===== config.mk =====
export PLATFORM = sky130hd
export DESIGN_NAME = load_store_unit
export DESIGN_NICKNAME = d
export VERILOG_FILES = /design/src/rtl/load_store_unit.sv
export SDC_FILE = /design/constraint.sdc
export NUM_CORES = 1
export LEC_CHECK = 0
export CAP_MARGIN = 20
export CELL_PAD_IN_SITES_DETAIL_PLACEMENT = 1
export CELL_PAD_IN_SITES_GLOBAL_PLACEMENT = 1
export CORE_ASPECT_RATIO = 1.2
export CORE_MARGIN = 5
export CORE_UTILIZATION = 36
export CTS_CLUSTER_SIZE = 10
export DETAILED_ROUTE_END_ITERATION = 8
export MAX_ROUTING_LAYER = met4
export PLACE_DENSITY = 0.91
export SYNTH_ARGS = -nofsm -noshare
export SYNTH_HDL_FRONTEND = slang
export SYNTH_SLANG_ARGS = --single-unit

===== constraint.sdc =====
create_clock -name clk -period 2.31 [get_ports clk]
set_input_delay 0.231 -clock clk [delete_from_list [all_inputs] [get_ports clk]]
set_output_delay 0.231 -clock clk [all_outputs]
set_load 0.1 [all_outputs]

===== src/rtl/load_store_unit.sv =====
// Load/store unit for an RV32I core in front of a single-port, big-endian word RAM.
// Handles byte, half and word accesses by converting between the core's little-endian
// view and the RAM's big-endian byte order. Sub-word stores use a read-modify-write.
// The RAM read is combinational on mem_addr, so read data is usable in the cycle
// after the address is registered.
module load_store_unit #(
  parameter int ADDR_WIDTH = 12
) (
  input  logic                  clk,
  input  logic                  rst_n,
  input  logic                  req_valid,
  output logic                  req_ready,
  input  logic                  req_store,
  input  logic [2:0]            req_funct3,
  input  logic [ADDR_WIDTH+1:0] req_addr,
  input  logic [31:0]           req_wdata,
  output logic                  resp_valid,
  output logic [31:0]           resp_data,
  output logic                  resp_error,
  output logic [ADDR_WIDTH-1:0] mem_addr,
  input  logic [31:0]           mem_rdata,
  output logic [31:0]           mem_wdata,
  output logic                  mem_we
);

  typedef enum logic [1:0] {IDLE, READ, WRITE, RESP} state_t;

  state_t        state_q, state_d;
  logic          store_q;
  logic [2:0]    funct3_q;
  logic [1:0]    lane_q;
  logic [31:0]   wdata_q;
  logic [31:0]   mem_wdata_d;
  logic [31:0]   resp_data_d;
  logic          resp_error_d;
  logic          accept;
  logic          req_illegal;
  logic          req_misaligned;
  logic [4:0]    shamt;
  logic [31:0]   le_word;
  logic [31:0]   le_shift;
  logic [31:0]   lane_mask;
  logic [31:0]   lane_data;
  logic [31:0]   merged;

  // Converts between the RAM's big-endian word and the core's little-endian view.
  function automatic logic [31:0] byte_swap(input logic [31:0] w);
    return {w[7:0], w[15:8], w[23:16], w[31:24]};
  endfunction

  assign req_ready  = (state_q == IDLE);
  assign resp_valid = (state_q == RESP);
  assign mem_we     = (state_q == WRITE);
  assign accept     = req_valid && req_ready;

  // Read path: little-endian view of the addressed word, shifted so the lane sits at bit 0.
  assign shamt    = {lane_q, 3'b000};
  assign le_word  = byte_swap(mem_rdata);
  assign le_shift = le_word >> shamt;

  // Store merge: funct3 bit 0 selects half (SH) versus byte (SB).
  assign lane_mask = (funct3_q[0] ? 32'h0000_FFFF : 32'h0000_00FF) << shamt;
  assign lane_data = (funct3_q[0] ? {16'h0000, wdata_q[15:0]} : {24'h000000, wdata_q[7:0]}) << shamt;
  assign merged    = (le_word & ~lane_mask) | lane_data;

  // Classify the incoming request as illegal (unsupported funct3) or misaligned.
  always_comb begin
    // NOTE: every variable driven here gets a default first, so no path can infer a latch.
    req_illegal    = 1'b0;
    req_misaligned = 1'b0;
    if (req_store) req_illegal = (req_funct3 > 3'd2);
    else           req_illegal = (req_funct3 == 3'd3) || (req_funct3 > 3'd5);
    case (req_funct3[1:0])
      2'd1:    req_misaligned = req_addr[0];
      2'd2:    req_misaligned = |req_addr[1:0];
      default: req_misaligned = 1'b0;
    endcase
  end

  // Next state plus the values the response and write-data registers load at the edge.
  always_comb begin
    state_d      = state_q;
    mem_wdata_d  = mem_wdata;
    resp_data_d  = '0;
    resp_error_d = 1'b0;
    case (state_q)
      IDLE: begin
        if (req_valid) begin
          if (req_illegal || req_misaligned) begin
            state_d      = RESP;
            resp_error_d = 1'b1;
          end else if (req_store && (req_funct3 == 3'd2)) begin
            state_d     = WRITE;
            mem_wdata_d = byte_swap(req_wdata);
          end else begin
            state_d = READ;
          end
        end
      end
      READ: begin
        if (store_q) begin
          state_d     = WRITE;
          mem_wdata_d = byte_swap(merged);
        end else begin
          state_d = RESP;
          case (funct3_q)
            3'd0:    resp_data_d = {{24{le_shift[7]}}, le_shift[7:0]};
            3'd1:    resp_data_d = {{16{le_shift[15]}}, le_shift[15:0]};
            3'd2:    resp_data_d = le_word;
            3'd4:    resp_data_d = {24'h000000, le_shift[7:0]};
            3'd5:    resp_data_d = {16'h0000, le_shift[15:0]};
            default: resp_data_d = '0;
          endcase
        end
      end
      WRITE:   state_d = RESP;
      RESP:    state_d = IDLE;
      default: state_d = IDLE;
    endcase
  end

  // State register and request capture; response fields are non-zero only while in RESP.
  always_ff @(posedge clk or negedge rst_n) begin
    if (!rst_n) begin
      state_q    <= IDLE;
      store_q    <= 1'b0;
      funct3_q   <= 3'd0;
      lane_q     <= 2'd0;
      wdata_q    <= '0;
      mem_addr   <= '0;
      mem_wdata  <= '0;
      resp_data  <= '0;
      resp_error <= 1'b0;
    end else begin
      // NOTE: sequential state uses non-blocking assignments so every register samples pre-edge values.
      state_q    <= state_d;
      mem_wdata  <= mem_wdata_d;
      resp_data  <= resp_data_d;
      resp_error <= resp_error_d;
      if (accept) begin
        store_q  <= req_store;
        funct3_q <= req_funct3;
        lane_q   <= req_addr[1:0];
        wdata_q  <= req_wdata;
        mem_addr <= req_addr[ADDR_WIDTH+1:2];
      end
    end
  end

endmodule


* Word level (Yosys, flattened, before mapping)
Index checks and enable logic that the tools add are counted.
** Word-level totals
- Bits in registers :: 101
- Logic and storage cells :: 61
** Operators by class
- Magnitude comparators :: 2
- Equal/unequal tests :: 15
- Shift operators :: 3
- Muxes and demuxes :: 20
- Bitwise operators :: 3
- Reductions and logical operators :: 9
** Operators by type and width (number)
- 2-to-1 mux 32 bit :: 6
- case mux 32 bit (5 select lines) :: 1
- case mux 32 bit (2 select lines) :: 1
- left shift 16 x 5 -> 32 bit :: 2
- bitwise AND 32 bit :: 1
- 2-to-1 mux 16 bit :: 2
- NOT 32 bit :: 1
- bitwise OR 32 bit :: 1
- >> shifter 32 x 5 -> 16 bit :: 1
- equality test 3 x 2 -> 1 bit, second input constant :: 3
- case mux 2 bit (4 select lines) :: 1
- equality test 2 bit, second input constant :: 3
- equality test 3 bit, second input constant :: 2
- 2-to-1 mux 2 bit :: 3
- != test 2 bit, second input constant :: 3
- 2-to-1 mux 1 bit :: 5
- AND reduction 5 bit :: 1
- equality test 2 x 1 -> 1 bit, second input constant :: 2
- equality test 3 x 1 -> 1 bit, second input constant :: 1
- > comparator 3 x 2 -> 1 bit, second input constant :: 1
- > comparator 3 bit, second input constant :: 1
- logical NOT 3 bit :: 1
- logical AND 1 bit :: 2
- logical NOT 2 bit :: 1
- other kinds (5) :: 6

* Longest topological paths before layout
- Word-level depth :: 7
- Mapped depth :: 8
- Gate-level depth less buffers :: 6

* Worst setup path after synthesis
No wires, ideal clock.
- Kind :: flip-flop to flip-flop
- Start :: register state_q[0]
- End :: register mem_wdata[22]
- Data arrival time :: 2.410 ns
- Data required time :: 2.185 ns
- Slack :: -0.225 ns
- Cell stages (with the launch flop) :: 7
- Period minus slack after synthesis :: 2.535 ns
- Path through :: dfrtp_1 > inv_1 > ha_1 > o2111ai_1 > a21oi_2 > buf_4 > mux2_2
** Between the ends
- Cells in the longest elaborated chain, start to end :: 3
- Elaborated cells on any way between the ends :: 9
** RTL lines
- from (decl) :: RTL line 28 : state_t state_q, state_d;
- from (signal assigned) :: RTL line 136 : state_q <= state_d;
- logical NOT 2 bit *
- net req_ready :: RTL line 12 : output logic req_ready,
- != test 2 x 1 -> 1 bit (no line) (tied with other cells)
- AND reduction 5 bit (no line)
- to (signal assigned) :: RTL line 137 : mem_wdata <= mem_wdata_d;
- to (decl) :: RTL line 22 : output logic [31:0] mem_wdata,
The timed path passes the listed nets; every way through them passes the cells marked *.
A chain may end at the register's enable or synchronous reset.

* Worst setup path after layout
- Start :: register state_q[1]
- End :: register resp_data[29]
** Between the ends
- Cells in the longest elaborated chain, start to end :: 2
** RTL lines
- equality test 2 x 1 -> 1 bit :: RTL line 86 : case (state_q)
- 2-to-1 mux 32 bit :: RTL line 86
- net resp_data_d[29] :: RTL line 34 : logic [31:0] resp_data_d;
- to (signal assigned) :: RTL line 138 : resp_data <= resp_data_d;
- to (decl) :: RTL line 18 : output logic [31:0] resp_data,
The timed path passes the listed nets, and every way through them passes these cells.

==> reports/results.ini <==
[route]
via_per_inst=5.484
ant_nets=0
avgRoutedWirePerCell_microns=21.86
drc=0
dr.pass1.iters=6
drt_iter0_markers=338
num_vias=4508
wl_microns=17970

[sta]
setup_slack_ns=0.2284
timing.fmax_ghz=0.4804
fin_crit_ns=2.082
tightest_slew_ns=0.7330
hold_viol=0
finalSetupViolCount=0
rsz0062_at_grt=false
maxSlewHeadroom=0.5113
skew_ns=0.005974
finalMaxSlewViolations=0
timing.final.crit_share=0.9011
setup_tns_ns=0

[yosys]
avgSynthCellArea_sq_um=10.78
ys_types=42
yosys_warnings=0
syn-cell-area_sq_um=5185
syn_nets=574
yosys.area.top_type_share=0.4875
ys_seq_area_frac=0.4875
ys.flop_type=dfrtp_1
yosys.area.top_type=dfrtp_1
synthTopCellsByArea=dfrtp_1 49%, mux2_2 8.5%, mux2_1 5.2%
synth-edff-count=0
syn_inst=481
ys_ff_latch=101
async_reset_ff_frac=1.000

[place]
port-buffer-count=164
place_congestion=0.9078
place_area_sq_um=6859
dp_hpwl_microns=14100
pre_cts_ws_ns=-0.03164

[floorplan]
coreArea_sq_um=14290
fp-row-count=48
die-width_microns=119.6
start_util=0.3627
die_area_sq_um=16910
pin_count=165
die_h_microns=141.5

[global_routing]
overflow=0
grt.total_usage=0.2179
grt_max_degree=41
grt_pass1_vias=4916
antenna_found_initial=0
grt_pass1_wl_microns=27690

[setup_path]
crit_fanout=16
cp-start-kind=register
slowest_stage=dfrtp_1
crit_chain=inv_1 > ha_1 > nor2b_2 > nand2_1 > nor4bb_2 > buf_4 > a21o_1
path_buf_inv=2
crit_family=simple AND/OR/NAND/NOR gates
crit_path_max_incr_delay_ns=0.42
crit_path_end_kind=register
required_ns=2.60
crit_type=register to register
cp.arrival_ns=2.37

[clock_network]
cts_tree=done
cts.clk_slew.worst_paths_ns=0.07
cts_buffer_depth=2
clockRootBuffer=clkbuf_16
htreeDepth=3
clock_sinks=101
cts_setup_buffers=0
insertion_delay_ns=0.35
numCtsBuffers=9

[cells_and_area]
nets=738
antenna_cells=0
drive_above_1_share=0.2473
synthToLayoutAreaGrowth_pct=37.81
fillers=1586
fin_area_sq_um=7146

[run]
cap_viol_max_count=0

[run_status]
status=complete, no violations

[min_path]
hp-class=primary input to async pin

synthesized netlist by cell type, types with 5 or more instances:
library cell / count
a21o_1: 16
a21oi_1: 25
a22o_1: 25
a22oi_1: 22
buf_2: 8
buf_4: 6
clkbuf_1: 13
dfrtp_1: 101
ha_1: 8
inv_1: 36
mux2_1: 24
mux2_2: 39
mux2i_1: 9
nand2_1: 39
nor2_1: 18
nor2b_1: 5
o211ai_1: 10
o21ai_0: 20
o21ai_1: 12
o221ai_1: 8
or2_1: 7
metrics by stage:
| step | cells | utilization | hold slack (ns) |
|---|---|---|---|
| 3_5_place_dp | 808 | 0.4799 | 0.2581 |
| 4_1_cts | 822 | 0.4994 | 0.4436 |
| 5_1_grt | 822 | 0.4999 | 0.4782 |
| 3_3_place_gp | 808 | 0.4799 | 0.2494 |
| 6_report | 822 | 0.4999 | 0.4140 |
| 2_1_floorplan | 481 | - | -0.06459 |
worst paths after layout:
path	startpoint	to	slack, ns	cells after the start
setup / recovery	state_q[1]$_DFFE_PN0P_	resp_data[29]$_DFF_PN0_	0.23	7
hold / removal	rst_n	mem_wdata[11]$_DFFE_PN0P_	0.41	2
setup reg to reg	state_q[1]$_DFFE_PN0P_	resp_data[29]$_DFF_PN0_	0.23	7
hold reg to reg	mem_wdata[4]$_DFFE_PN0P_	mem_wdata[4]$_DFFE_PN0P_	0.49	1
max in group asynchronous	rst_n	mem_addr[8]$_DFFE_PN0P_	1.27	3
min in group clk	req_wdata[12]	wdata_q[12]$_DFFE_PN0P_	0.47	3
cell families after synthesis:
| group | count (synthesis) | share of synthesized area |
|---|---|---|
| buf+inv | 68 | 0.05985 |
| fa+ha+maj | 8 | 0.01931 |
| compound gates | 146 | 0.1933 |
| flops | 101 | 0.4875 |
| mux | 73 | 0.1585 |
| simple gates | 85 | 0.08157 |
cell type report:
type | count | area [sq um] | area share
Sequential cell | 101 | 2527 | 0.3537
Clock buffer | 10 | 229.0 | 0.03204
Multi-Input combinational cell | 312 | 2371 | 0.3318
Timing Repair Buffer | 185 | 1624 | 0.2273
Inverter | 36 | 135.1 | 0.01891
Tap cell | 175 | 219.0 | 0.03064
Clock inverter | 3 | 40.04 | 0.005603
layout by cell type (no fill, tap or decap), drive strengths merged, types with 2 or more instances in the layout:
cell type,count
and3b,2
clkdlybuf4s50,83
clkbuf,10
o221ai,8
clkinv,2
nand3b,4
mux2,63
dfrtp,101
or2,7
nand2b,3
o211ai,10
nor2b,5
a22o,25
o21ai,32
inv,36
ha,8
nand2,39
a21oi,26
mux2i,9
a21o,16
buf,101
nor2,20
a22oi,22
layer usage:
| layer | part of all wire | global-route usage |
|---|---|---|
| met2 | 0.52 | 0.3756 |
| met4 | 0.020 | 0.06876 |
| met3 | 0.064 | 0.04386 |
| met5 | 0 | - |
| met1 | 0.40 | 0.2571 |
flip-flops by register name (all words and copies together) (netlist names):
| signal | count |
|---|---|
| mem_wdata | 32 |
| resp_data | 32 |
| wdata_q | 16 |
| mem_addr | 12 |
| funct3_q | 3 |
| lane_q | 2 |
| state_q | 2 |
| resp_error | 1 |
| store_q | 1 |
timing repair:
action                     4_1_cts  5_1_grt
hold buffers                     1        0
setup endpoints to repair        0       16
hold endpoints to repair        37        0
gates resized for setup          0        2
worst register-to-register path: cells and delay by family, from the launching register on:
family                   cells  cell delay, ns
adder cells (fa/ha/maj)      1            0.31
flip-flops                   1            0.42
AO/OA/AOI/OAI                1            0.12
AND/OR/NAND/NOR              3            0.80
buffers and inverters        2            0.38
Power of run 1 is not shown: default switching activity piles up to over one toggle a cycle in this logic, so the estimate is an artifact.
